<file path="config.mk">
export PLATFORM = sky130hd
export DESIGN_NAME = up2_mem_ctrl
export DESIGN_NICKNAME = d
export VERILOG_FILES = /design/src/rtl/up2_mem_pkg.sv /design/src/rtl/up2_mem_shift.sv /design/src/rtl/up2_mem_ctrl.sv
export SDC_FILE = /design/constraint.sdc
export NUM_CORES = 1
export LEC_CHECK = 0
export ABC_AREA = 0
export BUFFER_PORTS_ARGS = -buffer_cell sky130_fd_sc_hd__buf_2
export CORE_MARGIN = 2
export CORE_UTILIZATION = 49
export CTS_CLUSTER_DIAMETER = 100
export DETAILED_ROUTE_END_ITERATION = 6
export PLACE_DENSITY = 0.76
export SYNTH_ARGS = -nofsm -noshare
export SYNTH_HDL_FRONTEND = slang
export SYNTH_SLANG_ARGS = --single-unit
</file>
<file path="constraint.sdc">
create_clock -name clk -period 1.55 [get_ports clk]
set_input_delay 0.155 -clock clk [delete_from_list [all_inputs] [get_ports clk]]
set_output_delay 0.155 -clock clk [all_outputs]
set_load 0.1 [all_outputs]
</file>
<file path="src/rtl/up2_mem_pkg.sv">
// Shared definitions for the up2 memory-port controller.
//   cmd_e     : command encodings carried on i_cmd
//   state_e   : controller FSM states
//   nib_width : converts a nibble count into a bit width
package up2_mem_pkg;

  typedef enum logic [1:0] {
    CMD_READ  = 2'b00,
    CMD_WRITE = 2'b01,
    CMD_SWAP  = 2'b10,
    CMD_RSVD  = 2'b11
  } cmd_e;

  typedef enum logic [2:0] {
    ST_IDLE   = 3'd0,
    ST_RD     = 3'd1,
    ST_WR     = 3'd2,
    ST_SWP_RD = 3'd3,
    ST_SWP_WR = 3'd4,
    ST_DONE   = 3'd5
  } state_e;

  function automatic int nib_width(input int nibbles);
    return 4 * nibbles;
  endfunction

endpackage

</file>
<file path="src/rtl/up2_mem_shift.sv">
// Nibble-serial address/data shift register.
//   clk, rst      : clock, synchronous active-high reset
//   shift_en      : shift shift_nib in at the top, everything moves down a nibble
//   shift_nib     : nibble to shift in
//   load_en       : parallel-load load_data into the data field
//   load_data     : data field load value
//   inc_en        : increment the address field (wraps), data field untouched
//   addr, data    : address field (upper bits) and data field (lower bits)
//   shift_out     : lowest nibble
// Only one of shift_en/load_en/inc_en is ever asserted by the controller;
// the priority below just keeps the logic well defined.
module up2_mem_shift
  import up2_mem_pkg::*;
#(
  parameter int ADDR_NIBBLES = 1,
  parameter int DATA_NIBBLES = 1
) (
  input  logic                                clk,
  input  logic                                rst,
  input  logic                                shift_en,
  input  logic [3:0]                          shift_nib,
  input  logic                                load_en,
  input  logic [nib_width(DATA_NIBBLES)-1:0]  load_data,
  input  logic                                inc_en,
  output logic [nib_width(ADDR_NIBBLES)-1:0]  addr,
  output logic [nib_width(DATA_NIBBLES)-1:0]  data,
  output logic [3:0]                          shift_out
);

  localparam int AW = nib_width(ADDR_NIBBLES);
  localparam int DW = nib_width(DATA_NIBBLES);
  localparam int SW = AW + DW;

  logic [SW-1:0] sh;

  always_ff @(posedge clk) begin
    if (rst) begin
      sh <= '0;
    end else if (shift_en) begin
      sh <= {shift_nib, sh[SW-1:4]};
    end else if (load_en) begin
      sh[DW-1:0] <= load_data;
    end else if (inc_en) begin
      sh[SW-1:DW] <= sh[SW-1:DW] + AW'(1);
    end
  end

  assign addr      = sh[SW-1:DW];
  assign data      = sh[DW-1:0];
  assign shift_out = sh[3:0];

endmodule

</file>
<file path="src/rtl/up2_mem_ctrl.sv">
// up2 memory-port controller: executes READ / WRITE / SWAP against a
// req/ack memory port using the address/data held in up2_mem_shift.
//   clk, rst                 : clock, synchronous active-high reset
//   o_read_req / i_read_ack  : read handshake, i_data valid with the ack
//   o_write_req / i_write_ack: write handshake, o_addr/o_data carry the write
//   o_addr, o_data           : address and data fields of the shift register
//   i_shift, i_shift_data    : nibble shift-in (IDLE only, no command pending)
//   o_shift_data             : lowest nibble of the shift register
//   i_cmd_valid, i_cmd, i_inc: command strobe, opcode, post-increment request
//   o_cmd_ack                : one-cycle completion pulse
//   o_busy                   : controller not idle
// Requests and status are decoded purely from the state register, so there
// is no combinational path from the acks to the requests.
module up2_mem_ctrl
  import up2_mem_pkg::*;
#(
  parameter int ADDR_NIBBLES = 1,
  parameter int DATA_NIBBLES = 1
) (
  input  logic                                clk,
  input  logic                                rst,
  output logic                                o_read_req,
  input  logic                                i_read_ack,
  output logic                                o_write_req,
  input  logic                                i_write_ack,
  output logic [nib_width(ADDR_NIBBLES)-1:0]  o_addr,
  output logic [nib_width(DATA_NIBBLES)-1:0]  o_data,
  input  logic [nib_width(DATA_NIBBLES)-1:0]  i_data,
  input  logic                                i_shift,
  input  logic [3:0]                          i_shift_data,
  output logic [3:0]                          o_shift_data,
  input  logic                                i_cmd_valid,
  input  logic [1:0]                          i_cmd,
  input  logic                                i_inc,
  output logic                                o_cmd_ack,
  output logic                                o_busy
);

  localparam int DW = nib_width(DATA_NIBBLES);

  state_e          state, state_nxt;
  logic            inc_q;
  logic [DW-1:0]   temp;
  logic            shift_en, load_en, inc_en;
  logic [DW-1:0]   load_data;

  always_ff @(posedge clk) begin
    if (rst) begin
      state <= ST_IDLE;
      inc_q <= 1'b0;
      temp  <= '0;
    end else begin
      state <= state_nxt;
      if (state == ST_IDLE && i_cmd_valid) inc_q <= i_inc;
      // Hold the read half of a swap until the old data has been written.
      if (state == ST_SWP_RD && i_read_ack) temp <= i_data;
    end
  end

  always_comb begin
    state_nxt   = state;
    shift_en    = 1'b0;
    load_en     = 1'b0;
    load_data   = i_data;
    inc_en      = 1'b0;
    o_read_req  = 1'b0;
    o_write_req = 1'b0;
    o_cmd_ack   = 1'b0;
    o_busy      = (state != ST_IDLE);
    case (state)
      ST_IDLE: begin
        if (i_cmd_valid) begin
          case (cmd_e'(i_cmd))
            CMD_READ:  state_nxt = ST_RD;
            CMD_WRITE: state_nxt = ST_WR;
            CMD_SWAP:  state_nxt = ST_SWP_RD;
            default:   state_nxt = ST_DONE;
          endcase
        end else begin
          shift_en = i_shift;
        end
      end
      ST_RD: begin
        o_read_req = 1'b1;
        if (i_read_ack) begin
          load_en   = 1'b1;
          state_nxt = ST_DONE;
        end
      end
      ST_WR: begin
        o_write_req = 1'b1;
        if (i_write_ack) state_nxt = ST_DONE;
      end
      ST_SWP_RD: begin
        o_read_req = 1'b1;
        if (i_read_ack) state_nxt = ST_SWP_WR;
      end
      ST_SWP_WR: begin
        o_write_req = 1'b1;
        if (i_write_ack) begin
          load_en   = 1'b1;
          load_data = temp;
          state_nxt = ST_DONE;
        end
      end
      ST_DONE: begin
        o_cmd_ack = 1'b1;
        inc_en    = inc_q;
        state_nxt = ST_IDLE;
      end
      default: state_nxt = ST_IDLE;
    endcase
  end

  up2_mem_shift #(
    .ADDR_NIBBLES(ADDR_NIBBLES),
    .DATA_NIBBLES(DATA_NIBBLES)
  ) u_shift (
    .clk       (clk),
    .rst       (rst),
    .shift_en  (shift_en),
    .shift_nib (i_shift_data),
    .load_en   (load_en),
    .load_data (load_data),
    .inc_en    (inc_en),
    .addr      (o_addr),
    .data      (o_data),
    .shift_out (o_shift_data)
  );

endmodule
</file>
==> results of run 1 <==
placed cells by master (no fill, tap or decap), types with 2 or more instances in the layout:
cell type,n
a21oi_1,8
dfxtp_1,10
nand3_1,2
nand2_1,10
inv_1,3
a21oi_2,2
buf_4,14
dfxtp_4,3
o211ai_1,4
nor2_4,2
buf_12,4
nor2_1,12
dfxtp_2,3
clkbuf_4,3
mux2i_1,9
buf_2,28
ha_1,3
nand3b_1,5
mux2_1,4
nand2b_1,2
nand4bb_1,2
logic make-up after synthesis:
family | synth area share, %
AOI/OAI and AO/OA | 15.8
muxes | 13.5
and+or+nand+nor | 26.2
DFF | 32.1
adders and majority gates | 3.76
xor gates and xnor gates | 0.877
buffers and inverters | 7.77
timing repair:
action | 4_1_cts | 5_1_grt
setup buffers | 0 | 1
pin swaps | 0 | 1
resized for setup | 2 | 8
endpoints found under the setup margin | 1 | 13
critical path, delay by kind of cell (launching register included):
kind | cells | cell delay [ns]
compound gates | 3 | 0.48
flops | 1 | 0.38
simple gates | 1 | 0.56
final timing paths:
check | start | cells after the start | to
worst max-delay path | state[2] | 4 | u_shift.sh[7]
worst min-delay path | i_inc | 3 | inc_q
worst max register to register | state[2] | 4 | u_shift.sh[7]
worst min register to register | u_shift.sh[7] | 2 | u_shift.sh[3]
layer usage:
metal	routed length (µm)	vias up
li1	-	491
met1	1060	400
met2	1080	30
met3	116	2
met4	8	0
met5	0	-
final cells by class:
class	instances	area [µm²]	area share, %
flip-flops and latches	16	335	23.5
well taps	27	33.8	2.37
repair buffers	46	325	22.8
multi-input cells	85	677	47.5
clock buffers	4	36.3	2.55
inverters	4	17.5	1.23
state kept, by name, summed over array words and instances (netlist names):
register and count:
state 3, temp 4, u_shift.sh 8, inc_q 1
per-stage QoR:
stage                     hold WS, ns  setup WS, ns
final                           0.102        0.0150
after global routing            0.109       -0.0376
after CTS                      0.0873       0.00353
after detailed placement        0.392        0.0361
after global placement          0.387        0.0811
after floorplan                 0.299       -0.0163
==> results.tsv, run 1 <==
metric	value	unit
status	finished clean	
routed vias/inst	5.07	
# setup viols final	0	
Crit path required time	1.72	ns
area fraction of the dominant cell type after synthesis	32.1	%
initial antenna violation count	0	
Clock Latency Late Sink	0.29	ns
# nets final	176	
critical path class	reg2reg	
antenna-violating nets left	0	
WP data arrival	1.70	ns
most instantiated cells after synthesis	16 x dfxtp_1, 14 x nor2_1, 10 x a21oi_1, 10 x nand2_1, 9 x mux2i_1	
Synth Warn #	0	
final core occ	73.4	%
placed cells	177	
met3 GRT Util	6.13	%
worst rel slew slack	66.6	%
dpl cell area	0.00134	mm²
H-tree Lvls	1	
IO Pins	33	
R2R setup slack	0.02	ns
DR iter-0 viols	8	
CTS sink cnt	16	
TritonCTS Buffers	3	
Max Cap Viol	0	
largest net degree at the start of global routing	19	
CP max-delay cell	or4b_4	
final hold violations	0	
number of flops mapped to enable cells by yosys	0	
number of diodes	0	
total number of vias	923	
CP endpoint kind	flip-flop	
first drt pass iteration count	4	
met1 Use GR	25.9	%
final instance area	0.00143	mm²
Tcrit/Tclk final	99.0	%
Port-buffer cells	32	
Total Routing Usage GR	19.8	%
Distinct cells, synth	36	
DRC Markers	0	
CTS Root Cell	clkbuf_4	
clock tree buffer depth	2	
most common cell in the netlist	dfxtp_1	
Post-CTS Hold Buffers	0	
final WL	2260	µm
Synth area leaders	dfxtp_1 32%, mux2i_1 9.0%, nor2_1 5.3%, a21oi_1 5.0%, buf_4 4.5%	
Post-synth top flop	dfxtp_1	
worst slew pin tran	0.504	ns
CTS tree	built	
row count	16	
Avg WL per Cell	12.4	µm
startpoint types	flip-flop	
Max Freq	0.651	GHz
TNS Setup	0	ns
Yosys top cell by area	dfxtp_1	
Cell Chain, Critical Path	or4b_4, a21o_4, a21oi_1, o32ai_1	
register area share after synthesis	32.1	%
GRT Max-Usage Layer	met2	
die area	0.00241	mm²
Die Y	49.1	µm
Avg Cell Area, Syn	8.68	µm²
Syn Nets	135	
max incr delay on CP	0.56	ns
GPL Wtd Cong	0.758	
Cell Area, Synth	998	µm²
Mapped Cells	115	
vias in the first global route	870	
global route overflow	0	
Final Max Slew Viols	0	
core area	0.00194	mm²
skew final	0.00478	ns
worst-path fanout max	6	
area grow syn2layout	42.7	%
Initial Util	51.4	%
ys async rst share	0	%
Final Critical Period	1.53	ns
HP Class	in2reg	
Yosys reg bits	16	
Finished Layout Cells	182	
share of layout cells above drive strength 1	46.5	%
Reg clk slew, reported paths	0.09	ns
first-pass GRT wire length	3750	µm
Die W	49.1	µm
hpwl dp	1690	µm
GRT met2 Usage	32.0	%
number of fill cells	174	
Power of run 1 is not shown: default switching activity piles up to over one toggle a cycle in this logic, so the estimate is an artifact.
==> run 2: changes to the inputs <==
--- a/config.mk
+++ b/config.mk
@@ -11,7 +11,9 @@
 export CORE_UTILIZATION = 49
 export CTS_CLUSTER_DIAMETER = 100
 export DETAILED_ROUTE_END_ITERATION = 6
+export GPL_TIMING_DRIVEN = 0
 export PLACE_DENSITY = 0.76
+export SKIP_CTS_REPAIR_TIMING = 1
 export SYNTH_ARGS = -nofsm -noshare
 export SYNTH_HDL_FRONTEND = slang
 export SYNTH_SLANG_ARGS = --single-unit
==> results.tsv, run 2 (synthesis gave the netlist of run 1 again) <==
metric	value	unit	change
Finished Layout Cells	181		-0.55%
TNS Setup	0	ns	unchanged
Initial Util	51.4	%	unchanged
core area	0.00194	mm²	unchanged
# setup viols final	0		unchanged
commonest non-fill, non-tap cell in the layout	buf_2		
largest net degree at the start of global routing	11		-8
routed vias/inst	5.33		+5.0%
skew final	0.00217	ns	-0.00262 ns
Tcrit/Tclk final	99.2	%	+0.21 points
global route overflow	0		unchanged
Crit path required time	1.71	ns	about the same
GPL Wtd Cong	0.808		+6.6%
Max Cap Viol	0		unchanged
Total Routing Usage GR	20.9	%	+1.1 points
startpoint types	flip-flop		
Hold Worst Slack	0.111	ns	+0.00948 ns
vias in the first global route	979		+13%
WP buf/inv	2		+2
number of diodes	0		unchanged
Final Critical Period	1.54	ns	+0.00327 ns
share of layout cells above drive strength 1	46.1	%	-0.35 points
status	finished clean		
TritonCTS Buffers	3		unchanged
worst-path fanout max	10		+4
Max Freq	0.650	GHz	-0.21%
CTS sink cnt	16		unchanged
antenna-violating nets left	0		unchanged
initial antenna violation count	0		unchanged
HP Class	in2reg		
Reg clk slew, reported paths	0.10	ns	about the same
final core occ	71.3	%	-2.1 points
Final Max Slew Viols	0		unchanged
CTS tree	built		
row count	16		unchanged
Cell Chain, Critical Path	buf_6, nor3b_1, a211oi_2, buf_4, mux2i_1, nor2_1		
CTS Root Cell	clkbuf_4		
worst slew pin tran	0.490	ns	-0.0138 ns
worst rel slew slack	67.5	%	+0.91 points
Clock Latency Late Sink	0.28	ns	about the same
critical path class	reg2reg		
IO Pins	33		unchanged
CP endpoint kind	flip-flop		
total number of vias	964		+4.4%
CP max-delay cell	dfxtp_4		
max reg flops	8		unchanged
# nets final	175		-0.57%
biggest regs	u_shift.sh x8, temp x4, state x3		
DRC Markers	0		unchanged
Die Y	49.1	µm	unchanged
RSZ-0062 raised after global routing	yes		
die area	0.00241	mm²	unchanged
DR iter-0 viols	21		+13
first drt pass iteration count	4		unchanged
commonest non-fill, non-tap cells in the layout	28 x buf_2, 12 x nor2_1, 10 x nand2_1, 10 x buf_4, 10 x dfxtp_1		
Die W	49.1	µm	unchanged
WP data arrival	1.70	ns	about the same
Avg WL per Cell	13.1	µm	+5.5%
largest register by flop count	u_shift.sh		
R2R setup slack	0.01	ns	about the same
placed cells	173		-2.3%
first-pass GRT wire length	4080	µm	+8.8%
max incr delay on CP	0.38	ns	-0.18 ns
clock tree buffer depth	2		unchanged
H-tree Lvls	1		unchanged
family with the most delay on the worst path	flip-flops		
hpwl dp	1730	µm	+1.9%
area grow syn2layout	38.6	%	
final hold violations	0		unchanged
final WL	2370	µm	+4.9%
Port-buffer cells	31		-3.1%
## run 2: final timing paths
kind / start / cells past startpoint / end
max: state[0] / 6 / state[1]
min: i_inc / 3 / inc_q
max reg2reg: state[0] / 6 / state[1]
min reg2reg: u_shift.sh[6] / 2 / u_shift.sh[2]
## run 2: worst reg2reg max path, stage by stage, from the launching register on
cell and delay, ns:
dfxtp_4 0.38, buf_6 0.14, nor3b_1 0.15, a211oi_2 0.31, buf_4 0.17, mux2i_1 0.20, nor2_1 0.07
## run 2: metrics by stage
step / setup WS (ns) / cell area [µm²]
after floorplan: -0.0163 / 1060
after global placement: 0.0147 / 1250
after detailed placement: -0.0358 / 1250
after CTS: -0.295 / 1280
after global routing: -0.0735 / 1380
final: 0.0117 / 1380
## run 2: layout make-up
class                      count  area, µm²
buffer                        10       78.8
fill                         160        558
timing repair buffer          35        196
sequential                    16        335
inverter                       4       17.5
tap                           27       33.8
clock buffer                   4       36.3
multi-input combinational     85        686
## run 2: routing by layer
metal  track usage, %  vias to the layer above  wire, µm
li1                 -                      492         -
met1             24.6                      447      1090
met2             38.7                       21      1180
met3             3.68                        4        76
met4             4.76                        0        21
met5                0                        -         0
Power of run 2 is left out for the same reason.
